$ cat src/rtl/alu_sequencer_pkg.sv
// rtl/alu_sequencer_pkg.sv - shared ALU function codes, status bit positions, op codes and FSM states
package alu_sequencer_pkg;

    localparam int REG_WIDTH = 8;
    localparam int OPP_WIDTH = 3;

    // ALU function select codes
    localparam logic [OPP_WIDTH-1:0] SUM    = 3'd0;
    localparam logic [OPP_WIDTH-1:0] AND    = 3'd1;
    localparam logic [OPP_WIDTH-1:0] OR     = 3'd2;
    localparam logic [OPP_WIDTH-1:0] XOR    = 3'd3;
    localparam logic [OPP_WIDTH-1:0] SR     = 3'd4;
    localparam logic [OPP_WIDTH-1:0] NO_OPP = 3'd7;

    // 6502 status register bit positions
    localparam int CARRY      = 0;
    localparam int ZERO       = 1;
    localparam int V_OVERFLOW = 6;
    localparam int NEG        = 7;

    typedef enum logic [3:0] {
        OP_ADC = 4'd0,
        OP_SBC = 4'd1,
        OP_AND = 4'd2,
        OP_ORA = 4'd3,
        OP_EOR = 4'd4,
        OP_ASL = 4'd5,
        OP_LSR = 4'd6,
        OP_ROL = 4'd7,
        OP_ROR = 4'd8,
        OP_INC = 4'd9,
        OP_DEC = 4'd10,
        OP_CMP = 4'd11
    } op_e;

    typedef enum logic [1:0] {
        ST_IDLE,
        ST_WAIT,
        ST_RESP
    } state_t;

    function automatic logic op_legal(input logic [3:0] op);
        return op <= OP_CMP;
    endfunction

endpackage

$ cat src/rtl/alu_sequencer_if.sv
// rtl/alu_sequencer_if.sv - request/response interface and ALU operand/function interface
// alu_req_if: execute unit (master) <-> sequencer (slave); req_* valid/ready in, rsp_* valid/ready out.
// alu_bus_if: sequencer (master) drives operands/func/carry/invert, ALU (slave) returns dout/status/wout.
interface alu_req_if #(
    parameter int WIDTH = 8,
    parameter int OP_W  = 4
);
    logic             req_valid;
    logic             req_ready;
    logic [OP_W-1:0]  req_op;
    logic [WIDTH-1:0] req_a;
    logic [WIDTH-1:0] req_m;
    logic [WIDTH-1:0] req_p;
    logic             rsp_valid;
    logic             rsp_ready;
    logic [WIDTH-1:0] rsp_data;
    logic [WIDTH-1:0] rsp_p;
    logic             rsp_wb;
    logic             rsp_err;

    modport master (
        output req_valid, req_op, req_a, req_m, req_p, rsp_ready,
        input  req_ready, rsp_valid, rsp_data, rsp_p, rsp_wb, rsp_err
    );

    modport slave (
        input  req_valid, req_op, req_a, req_m, req_p, rsp_ready,
        output req_ready, rsp_valid, rsp_data, rsp_p, rsp_wb, rsp_err
    );
endinterface

interface alu_bus_if
    import alu_sequencer_pkg::*;
#(
    parameter int WIDTH = REG_WIDTH
);
    logic [WIDTH-1:0]     alu_a;
    logic [WIDTH-1:0]     alu_b;
    logic [OPP_WIDTH-1:0] alu_func;
    logic [WIDTH-1:0]     alu_status;
    logic                 alu_carry;
    logic                 alu_dec;
    logic                 alu_invert;
    logic [WIDTH-1:0]     alu_dout;
    logic [WIDTH-1:0]     alu_status_in;
    logic                 alu_wout;

    modport master (
        output alu_a, alu_b, alu_func, alu_status, alu_carry, alu_dec, alu_invert,
        input  alu_dout, alu_status_in, alu_wout
    );

    modport slave (
        input  alu_a, alu_b, alu_func, alu_status, alu_carry, alu_dec, alu_invert,
        output alu_dout, alu_status_in, alu_wout
    );
endinterface

$ cat src/rtl/alu_sequencer_flag_merge.sv
// rtl/alu_sequencer_flag_merge.sv - combinational N/Z/C/V merge of an ALU result into P
// Ports: op (micro-op), a_msb/m_msb (operand sign bits), res (ALU result),
//        alu_c (ALU carry out), p_in (status at request), p_out (merged status).
module alu_flag_merge
    import alu_sequencer_pkg::*;
#(
    parameter int WIDTH = REG_WIDTH,
    parameter int OP_W  = 4
) (
    input  logic [OP_W-1:0]  op,
    input  logic             a_msb,
    input  logic             m_msb,
    input  logic [WIDTH-1:0] res,
    input  logic             alu_c,
    input  logic [WIDTH-1:0] p_in,
    output logic [WIDTH-1:0] p_out
);
    logic res_msb;

    assign res_msb = res[WIDTH-1];

    always_comb begin
        p_out = p_in;
        if (op_legal(op)) begin
            p_out[NEG]  = res_msb;
            p_out[ZERO] = (res == '0);
        end
        case (op)
            OP_ADC: begin
                p_out[CARRY]      = alu_c;
                p_out[V_OVERFLOW] = (a_msb == m_msb) && (res_msb != a_msb);
            end
            OP_SBC: begin
                // The ALU reports borrow when inverting; 6502 C means no borrow.
                p_out[CARRY]      = ~alu_c;
                p_out[V_OVERFLOW] = (a_msb == ~m_msb) && (res_msb != a_msb);
            end
            OP_CMP:                         p_out[CARRY] = ~alu_c;
            OP_ASL, OP_ROL, OP_LSR, OP_ROR: p_out[CARRY] = alu_c;
            default: ;
        endcase
    end
endmodule

$ cat src/rtl/alu_sequencer.sv
// rtl/alu_sequencer.sv - issues 6502 ALU micro-ops to the ALU and returns result plus merged status
// Ports: phi1 clock, reset_n async active-low reset, req (alu_req_if.slave) for request/response,
//        alu (alu_bus_if.master) toward the ALU. Optional macro ALU_TIMEOUT_EN adds a WAIT timeout.
module alu_sequencer
    import alu_sequencer_pkg::*;
#(
    parameter int WIDTH          = REG_WIDTH,
    parameter int OP_W           = 4,
    parameter int TIMEOUT_CYCLES = 16
) (
    input  logic      phi1,
    input  logic      reset_n,
    alu_req_if.slave  req,
    alu_bus_if.master alu
);
    state_t               state;
    logic                 req_ready_q;
    logic                 rsp_valid_q;
    logic                 rsp_wb_q;
    logic                 rsp_err_q;
    logic [WIDTH-1:0]     rsp_data_q;
    logic [WIDTH-1:0]     rsp_p_q;
    logic [WIDTH-1:0]     p_q;
    logic [WIDTH-1:0]     alu_a_q;
    logic [WIDTH-1:0]     alu_b_q;
    logic [OPP_WIDTH-1:0] func_q;
    logic                 carry_q;
    logic                 invert_q;
    logic [OP_W-1:0]      op_q;
    logic                 m_msb_q;

    logic [OPP_WIDTH-1:0] set_func;
    logic [WIDTH-1:0]     set_b;
    logic                 set_carry;
    logic                 set_invert;
    logic [WIDTH-1:0]     p_merged;

`ifdef ALU_TIMEOUT_EN
    localparam int TO_W = $clog2(TIMEOUT_CYCLES) + 1;
    logic [TO_W-1:0] to_cnt;
`endif

    assign req.req_ready  = req_ready_q;
    assign req.rsp_valid  = rsp_valid_q;
    assign req.rsp_data   = rsp_data_q;
    assign req.rsp_p      = rsp_p_q;
    assign req.rsp_wb     = rsp_wb_q;
    assign req.rsp_err    = rsp_err_q;
    assign alu.alu_a      = alu_a_q;
    assign alu.alu_b      = alu_b_q;
    assign alu.alu_func   = func_q;
    assign alu.alu_status = p_q;
    assign alu.alu_carry  = carry_q;
    assign alu.alu_dec    = 1'b0;
    assign alu.alu_invert = invert_q;

    // ALU setup for the incoming op; alu_a is always the A operand.
    // With invert set the ALU complements both b and carry-in, so SBC passes ~C.
    always_comb begin
        set_func   = SUM;
        set_b      = req.req_m;
        set_carry  = 1'b0;
        set_invert = 1'b0;
        case (req.req_op)
            OP_ADC: set_carry = req.req_p[CARRY];
            OP_SBC: begin
                set_carry  = ~req.req_p[CARRY];
                set_invert = 1'b1;
            end
            OP_CMP: set_invert = 1'b1;
            OP_AND: set_func = AND;
            OP_ORA: set_func = OR;
            OP_EOR: set_func = XOR;
            OP_ASL: set_b = req.req_a;
            OP_ROL: begin
                set_b     = req.req_a;
                set_carry = req.req_p[CARRY];
            end
            OP_LSR: begin
                set_func = SR;
                set_b    = '0;
            end
            OP_ROR: begin
                set_func  = SR;
                set_b     = '0;
                set_carry = req.req_p[CARRY];
            end
            OP_INC: begin
                set_b     = '0;
                set_carry = 1'b1;
            end
            OP_DEC: begin
                set_b      = '0;
                set_carry  = 1'b1;
                set_invert = 1'b1;
            end
            default: ;
        endcase
    end

    alu_flag_merge #(
        .WIDTH (WIDTH),
        .OP_W  (OP_W)
    ) u_flag_merge (
        .op    (op_q),
        .a_msb (alu_a_q[WIDTH-1]),
        .m_msb (m_msb_q),
        .res   (alu.alu_dout),
        .alu_c (alu.alu_status_in[CARRY]),
        .p_in  (p_q),
        .p_out (p_merged)
    );

    always_ff @(posedge phi1 or negedge reset_n) begin
        if (!reset_n) begin
            state       <= ST_IDLE;
            req_ready_q <= 1'b1;
            rsp_valid_q <= 1'b0;
            rsp_wb_q    <= 1'b0;
            rsp_err_q   <= 1'b0;
            rsp_data_q  <= '0;
            rsp_p_q     <= '0;
            p_q         <= '0;
            alu_a_q     <= '0;
            alu_b_q     <= '0;
            func_q      <= NO_OPP;
            carry_q     <= 1'b0;
            invert_q    <= 1'b0;
            op_q        <= '0;
            m_msb_q     <= 1'b0;
`ifdef ALU_TIMEOUT_EN
            to_cnt      <= '0;
`endif
        end else begin
            case (state)
                ST_IDLE: begin
                    if (req.req_valid) begin
                        req_ready_q <= 1'b0;
                        op_q        <= req.req_op;
                        p_q         <= req.req_p;
                        alu_a_q     <= req.req_a;
                        m_msb_q     <= req.req_m[WIDTH-1];
                        if (op_legal(req.req_op)) begin
                            alu_b_q  <= set_b;
                            func_q   <= set_func;
                            carry_q  <= set_carry;
                            invert_q <= set_invert;
                            state    <= ST_WAIT;
`ifdef ALU_TIMEOUT_EN
                            to_cnt   <= '0;
`endif
                        end else begin
                            rsp_valid_q <= 1'b1;
                            rsp_data_q  <= req.req_a;
                            rsp_p_q     <= req.req_p;
                            rsp_err_q   <= 1'b1;
                            rsp_wb_q    <= 1'b0;
                            state       <= ST_RESP;
                        end
                    end
                end
                ST_WAIT: begin
                    if (alu.alu_wout) begin
                        rsp_valid_q <= 1'b1;
                        rsp_data_q  <= alu.alu_dout;
                        rsp_p_q     <= p_merged;
                        rsp_err_q   <= 1'b0;
                        rsp_wb_q    <= (op_q != OP_CMP);
                        // Dropping to NO_OPP lets an identical next func re-strobe.
                        func_q      <= NO_OPP;
                        state       <= ST_RESP;
                    end
`ifdef ALU_TIMEOUT_EN
                    else if (to_cnt == TO_W'(TIMEOUT_CYCLES - 1)) begin
                        rsp_valid_q <= 1'b1;
                        rsp_data_q  <= alu_a_q;
                        rsp_p_q     <= p_q;
                        rsp_err_q   <= 1'b1;
                        rsp_wb_q    <= 1'b0;
                        func_q      <= NO_OPP;
                        state       <= ST_RESP;
                    end else begin
                        to_cnt <= to_cnt + 1'b1;
                    end
`endif
                end
                ST_RESP: begin
                    if (req.rsp_ready) begin
                        rsp_valid_q <= 1'b0;
                        req_ready_q <= 1'b1;
                        state       <= ST_IDLE;
                    end
                end
                default: state <= ST_IDLE;
            endcase
        end
    end
endmodule
$ cat src/flat_wrapper.sv
// flat-port wrapper written by rule: the top's interface ports become plain ports
module alu_sequencer_flat import alu_sequencer_pkg::*;
#(
    parameter int WIDTH          = REG_WIDTH,
    parameter int OP_W           = 4,
    parameter int TIMEOUT_CYCLES = 16
)
  (phi1, reset_n, req_req_valid, req_req_op, req_req_a, req_req_m, req_req_p, req_rsp_ready, req_req_ready, req_rsp_valid, req_rsp_data, req_rsp_p, req_rsp_wb, req_rsp_err, alu_alu_a, alu_alu_b, alu_alu_func, alu_alu_status, alu_alu_carry, alu_alu_dec, alu_alu_invert, alu_alu_dout, alu_alu_status_in, alu_alu_wout);
  alu_req_if #(.WIDTH(WIDTH), .OP_W(OP_W)) req_i ();
  alu_bus_if #(.WIDTH(WIDTH)) alu_i ();
  input  logic phi1;
  input  logic reset_n;
  input wire logic [$bits(req_i.req_valid)-1:0] req_req_valid;
  input wire logic [$bits(req_i.req_op)-1:0] req_req_op;
  input wire logic [$bits(req_i.req_a)-1:0] req_req_a;
  input wire logic [$bits(req_i.req_m)-1:0] req_req_m;
  input wire logic [$bits(req_i.req_p)-1:0] req_req_p;
  input wire logic [$bits(req_i.rsp_ready)-1:0] req_rsp_ready;
  output wire logic [$bits(req_i.req_ready)-1:0] req_req_ready;
  output wire logic [$bits(req_i.rsp_valid)-1:0] req_rsp_valid;
  output wire logic [$bits(req_i.rsp_data)-1:0] req_rsp_data;
  output wire logic [$bits(req_i.rsp_p)-1:0] req_rsp_p;
  output wire logic [$bits(req_i.rsp_wb)-1:0] req_rsp_wb;
  output wire logic [$bits(req_i.rsp_err)-1:0] req_rsp_err;
  output wire logic [$bits(alu_i.alu_a)-1:0] alu_alu_a;
  output wire logic [$bits(alu_i.alu_b)-1:0] alu_alu_b;
  output wire logic [$bits(alu_i.alu_func)-1:0] alu_alu_func;
  output wire logic [$bits(alu_i.alu_status)-1:0] alu_alu_status;
  output wire logic [$bits(alu_i.alu_carry)-1:0] alu_alu_carry;
  output wire logic [$bits(alu_i.alu_dec)-1:0] alu_alu_dec;
  output wire logic [$bits(alu_i.alu_invert)-1:0] alu_alu_invert;
  input wire logic [$bits(alu_i.alu_dout)-1:0] alu_alu_dout;
  input wire logic [$bits(alu_i.alu_status_in)-1:0] alu_alu_status_in;
  input wire logic [$bits(alu_i.alu_wout)-1:0] alu_alu_wout;
  assign req_i.req_valid = req_req_valid;
  assign req_i.req_op = req_req_op;
  assign req_i.req_a = req_req_a;
  assign req_i.req_m = req_req_m;
  assign req_i.req_p = req_req_p;
  assign req_i.rsp_ready = req_rsp_ready;
  assign req_req_ready = req_i.req_ready;
  assign req_rsp_valid = req_i.rsp_valid;
  assign req_rsp_data = req_i.rsp_data;
  assign req_rsp_p = req_i.rsp_p;
  assign req_rsp_wb = req_i.rsp_wb;
  assign req_rsp_err = req_i.rsp_err;
  assign alu_alu_a = alu_i.alu_a;
  assign alu_alu_b = alu_i.alu_b;
  assign alu_alu_func = alu_i.alu_func;
  assign alu_alu_status = alu_i.alu_status;
  assign alu_alu_carry = alu_i.alu_carry;
  assign alu_alu_dec = alu_i.alu_dec;
  assign alu_alu_invert = alu_i.alu_invert;
  assign alu_i.alu_dout = alu_alu_dout;
  assign alu_i.alu_status_in = alu_alu_status_in;
  assign alu_i.alu_wout = alu_alu_wout;
  alu_sequencer #(.WIDTH(WIDTH), .OP_W(OP_W), .TIMEOUT_CYCLES(TIMEOUT_CYCLES)) u_core (.phi1(phi1), .reset_n(reset_n), .req(req_i), .alu(alu_i));
endmodule
$ cat config.mk
export PLATFORM = sky130hd
export DESIGN_NAME = alu_sequencer_flat
export DESIGN_NICKNAME = d
export VERILOG_FILES = /design/src/rtl/alu_sequencer_pkg.sv /design/src/rtl/alu_sequencer_if.sv /design/src/rtl/alu_sequencer_flag_merge.sv /design/src/rtl/alu_sequencer.sv /design/src/flat_wrapper.sv
export SDC_FILE = /design/constraint.sdc
export NUM_CORES = 1
export LEC_CHECK = 0
export ABC_CLOCK_PERIOD_IN_PS = 1800
export CAP_MARGIN = 20
export CORE_AREA = 8 8 103 77
export DETAILED_ROUTE_END_ITERATION = 8
export DIE_AREA = 0 0 111 85
export PLACE_DENSITY = 0.79
export REMOVE_ABC_BUFFERS = 1
export SKIP_LAST_GASP = 1
export SLEW_MARGIN = 20
export SYNTH_ARGS = -nofsm -noshare
export SYNTH_HDL_FRONTEND = slang
export SYNTH_SLANG_ARGS = --single-unit
$ cat constraint.sdc
create_clock -name phi1 -period 1.8 [get_ports phi1]
set_input_delay 0.36 -clock phi1 [delete_from_list [all_inputs] [get_ports phi1]]
set_output_delay 0.36 -clock phi1 [all_outputs]
set_load 0.02 [all_outputs]
==> impl_metrics.yaml <==
outcome:
  status: "completed"
layout:
  stdcell_count: 452
  finish.instance_area_sq_mm: 0.003988
  antenna_cells: 0
  finish.net_count: 419
  multi_input_area_sq_mm: 0.001232
  drive_gt1_share_pct: 19.95
  area.growth.synth_to_final_pct: 43.49
  n_fill_cell: 526
  register_area_sq_mm: 0.001406
critical_path:
  r2r_slack_ps: 200
  cp.depth: 1
  crit_type: "reg -> out"
  reg2reg_to: "u_core.req.rsp_data[3]"
  crit_start: "u_core.alu.alu_a[7]"
  reg2reg_depth: 4
  cp.buffers_inverters: 1
  crit_required_ps: 1440
  critPathTopFamily: "buffers and inverters"
  worstReg2RegStart: "u_core.state[1]"
  endpoint: "alu_alu_a[7]"
  endpoint_kind: "primary output"
  crit_path_top_delay_cell: "clkdlybuf4s50_1"
  start_kind: "flop"
  path_cells: "clkdlybuf4s50_1"
  crit_arrival_ps: 1340
  max_stage_delay_ps: 630
  crit_path_max_fanout: 4
drt:
  wl_met1_um: 3605
  drtIter0Drc: 135
  highest_layer: "met4"
  wl_met3_um: 463
  drc: 0
  first_pass_iters: 4
  via_per_inst: 5.387
  met2_length_um: 3732
  wl_um: 7902
  vias: 2435
  drtAntennaViolNets: 0
  wl_per_cell_um: 17.48
min_path:
  hold_path.class: "in -> async"
placed_design:
  place_area_sq_mm: 0.003900
  place_hpwl_um: 6033
  placedCellCount: 444
  io_buffers: 90
  gp_congestion: 0.8097
logic_synthesis:
  syn_area_sq_mm: 0.002779
  ys_ff_latch: 56
  yosysUniqueCellTypes: 46
  syn_avg_cell_area_sq_um: 10.45
  yosysSeqAreaShare_pct: 50.61
  synthCells: 266
  synth_warnings: 0
sta:
  setup_viol: 0
  rsz0062_at_grt: "no"
  maxSlewViolCount: 0
  hold_viol: 0
  min_period_over_period_pct: 94.58
  maxClockFrequency_ghz: 0.5874
  timing.hold.ws_ps: 29.28
  finClkSkew_ps: 9.938
  period_minus_slack_ps: 1702
grt:
  grt_pass1_wl_um: 12740
  grtUsageTotal_pct: 16.32
  grt_max_degree: 57
  antenna_found_initial: 0
  grt_pass1_vias: 2554
  grt.overflow.total: 0
pwr:
  p_int_w: 0.004145
  power_frac_clock_pct: 10.2
  p_leak_nw: 1.672
  powerDensity_mw_per_mm2: 1750
  swShare_pct: 40.58
  comb_power_share_pct: 55.0
  vdd_drop_max_uv: 784.2
  power_switching_w: 0.002831
  seqPwrFrac_pct: 34.8
floorplanning:
  die_h_um: 85
  die_width_um: 111
  num_rows: 25
  ioPinCount: 99
  core_area_sq_mm: 0.006412
  dieArea_sq_mm: 0.009435
  start_util_pct: 43.34
clock_tree:
  cts_buffers: 5
  cts_buffer_depth: 2
  htree_levels: 2
  clock_sinks: 56
  root_buffer: "clkbuf_8"
  clk_latency_ps: 320
  clk_pin_slew_ps: 100
  cts_tree: "built"
  hold_buffers: 0
run:
  drv_cap: 0
[synth_stat cells, drive strengths merged]
cell type,n,area [sq um]
and4b,1,10.01
nand2,39,151.4
mux2i,4,40.04
o31ai,3,22.52
mux2,25,281.5
a2bb2oi,1,15.01
xnor2,1,8.760
a221o,1,10.01
o21a,2,15.01
o21ai,8,40.03
dfrtp,52,1301
dfstp,4,105.1
o311a,1,10.01
a32o,1,10.01
nand2b,6,37.54
nand4b,1,23.77
or3,1,6.260
a22oi,8,60.06
xor2,1,8.760
clkbuf,1,3.750
nand3,4,20.02
nor3b,1,7.510
inv,3,11.26
nor2b,2,12.51
a21o,2,15.01
or2b,1,7.510
o311ai,1,8.760
a21oi,16,95.10
a31oi,22,137.6
a21boi,1,7.510
conb,1,3.750
nor2,21,81.33
nor3,2,10.01
nor4,3,18.77
buf,19,132.6
o22ai,2,12.51
o32a,1,10.01
and3b,3,26.28
[what timing repair did]
action | in CTS | in global routing
gates resized for setup | 4 | 1
setup endpoints to repair | 4 | 1
setup buffers | 0 | 0
[cells by family after synthesis]
kind of cell,Yosys count,synth area share [%]
XOR/XNOR,2,0.6305
AND/OR/NAND/NOR,85,14.86
flip-flops,56,50.61
AO/OA/AOI/OAI,70,16.88
other,1,0.1349
multiplexers,29,11.57
buffers and inverters,23,5.313
[worst min-delay path by stage]
stage,from,to,slack (ps),cells after the start
global route,reset_n,u_core.req.rsp_data[7],50,2
global placement,reset_n,u_core.alu.alu_carry,380,2
finish,reset_n,u_core.alu.alu_a[0],30,2
detailed placement,reset_n,u_core.alu.alu_carry,390,2
floorplan,reset_n,u_core.alu.alu_a[0],60,0
CTS,reset_n,u_core.m_msb_q,40,2
[flip-flops by register name, indices dropped and copies added, names as in the netlist, 2 cells and up]
signal,cells
u_core.alu.alu_a,8
u_core.alu.alu_b,8
u_core.alu.alu_status,8
u_core.req.rsp_data,8
u_core.req.rsp_p,8
u_core.op_q,4
u_core.alu.alu_func,3
u_core.state,2
[metal layers]
layer  vias to the layer above  global-route usage (%)
met5                         -                       0
met4                         0                   4.890
met3                        11                   5.074
met2                        72                   26.84
met1                      1184                   20.06
li1                       1168                       -
[power by group through the flow]
stage,Clock (W),Sequential [W],Combinational [W]
after floorplan,0,0.00305,0.00132
after global placement,0,0.00242,0.00382
after detailed placement,0,0.00245,0.00390
after CTS,0.000731,0.00242,0.00388
after global routing,0.000785,0.00253,0.00412
final,0.000713,0.00243,0.00384
[layout by cell type, fill, tap and decap left out, types with 2 or more instances in the layout]
cell | Yosys | layout
a21o_1 | 2 | 2
nand2b_1 | 6 | 6
o21ai_0 | 7 | 7
o22ai_1 | 2 | 2
mux2i_1 | 4 | 4
nor3_1 | 2 | 2
a22oi_1 | 8 | 8
inv_1 | 2 | 2
clkdlybuf4s50_1 | 0 | 84
nor4_1 | 3 | 3
nor2_1 | 20 | 19
nand2_2 | 2 | 2
a21oi_1 | 14 | 14
nand3_1 | 4 | 4
dfstp_2 | 4 | 4
o21a_1 | 2 | 2
a31oi_1 | 22 | 22
mux2_2 | 25 | 25
dlygate4sd2_1 | 0 | 4
o31ai_1 | 3 | 3
clkbuf_8 | 0 | 5
dfrtp_1 | 52 | 52
nand2_1 | 37 | 37
buf_12 | 0 | 4
nor2b_1 | 2 | 2
buf_4 | 5 | 23
and3b_1 | 3 | 3
[metrics by stage]
| step | power (W) | setup TNS (ps) | util (%) | setup slack, ps |
|---|---|---|---|---|
| 3_3_place_gp | 0.006240 | -971.9 | 60.82 | -98.61 |
| 3_5_place_dp | 0.006345 | -1386 | 60.82 | -152.1 |
| 6_report | 0.006976 | 0 | 62.19 | 97.64 |
| 5_1_grt | 0.007431 | 0 | 62.19 | 39.44 |
| 4_1_cts | 0.007035 | 0 | 62.15 | 7.187 |
| 2_1_floorplan | 0.004366 | -23750 | - | -925.5 |
[final cells by class]
type | instances | share of cell area (%)
flip-flops and latches | 56 | 35.27
multi-input cells | 187 | 30.91
repair buffers | 117 | 28.74
well taps | 81 | 2.542
clock buffers | 5 | 1.726
clock inverters | 3 | 0.5334
inverters | 3 | 0.2824
Power figures use the tool's default switching activity.
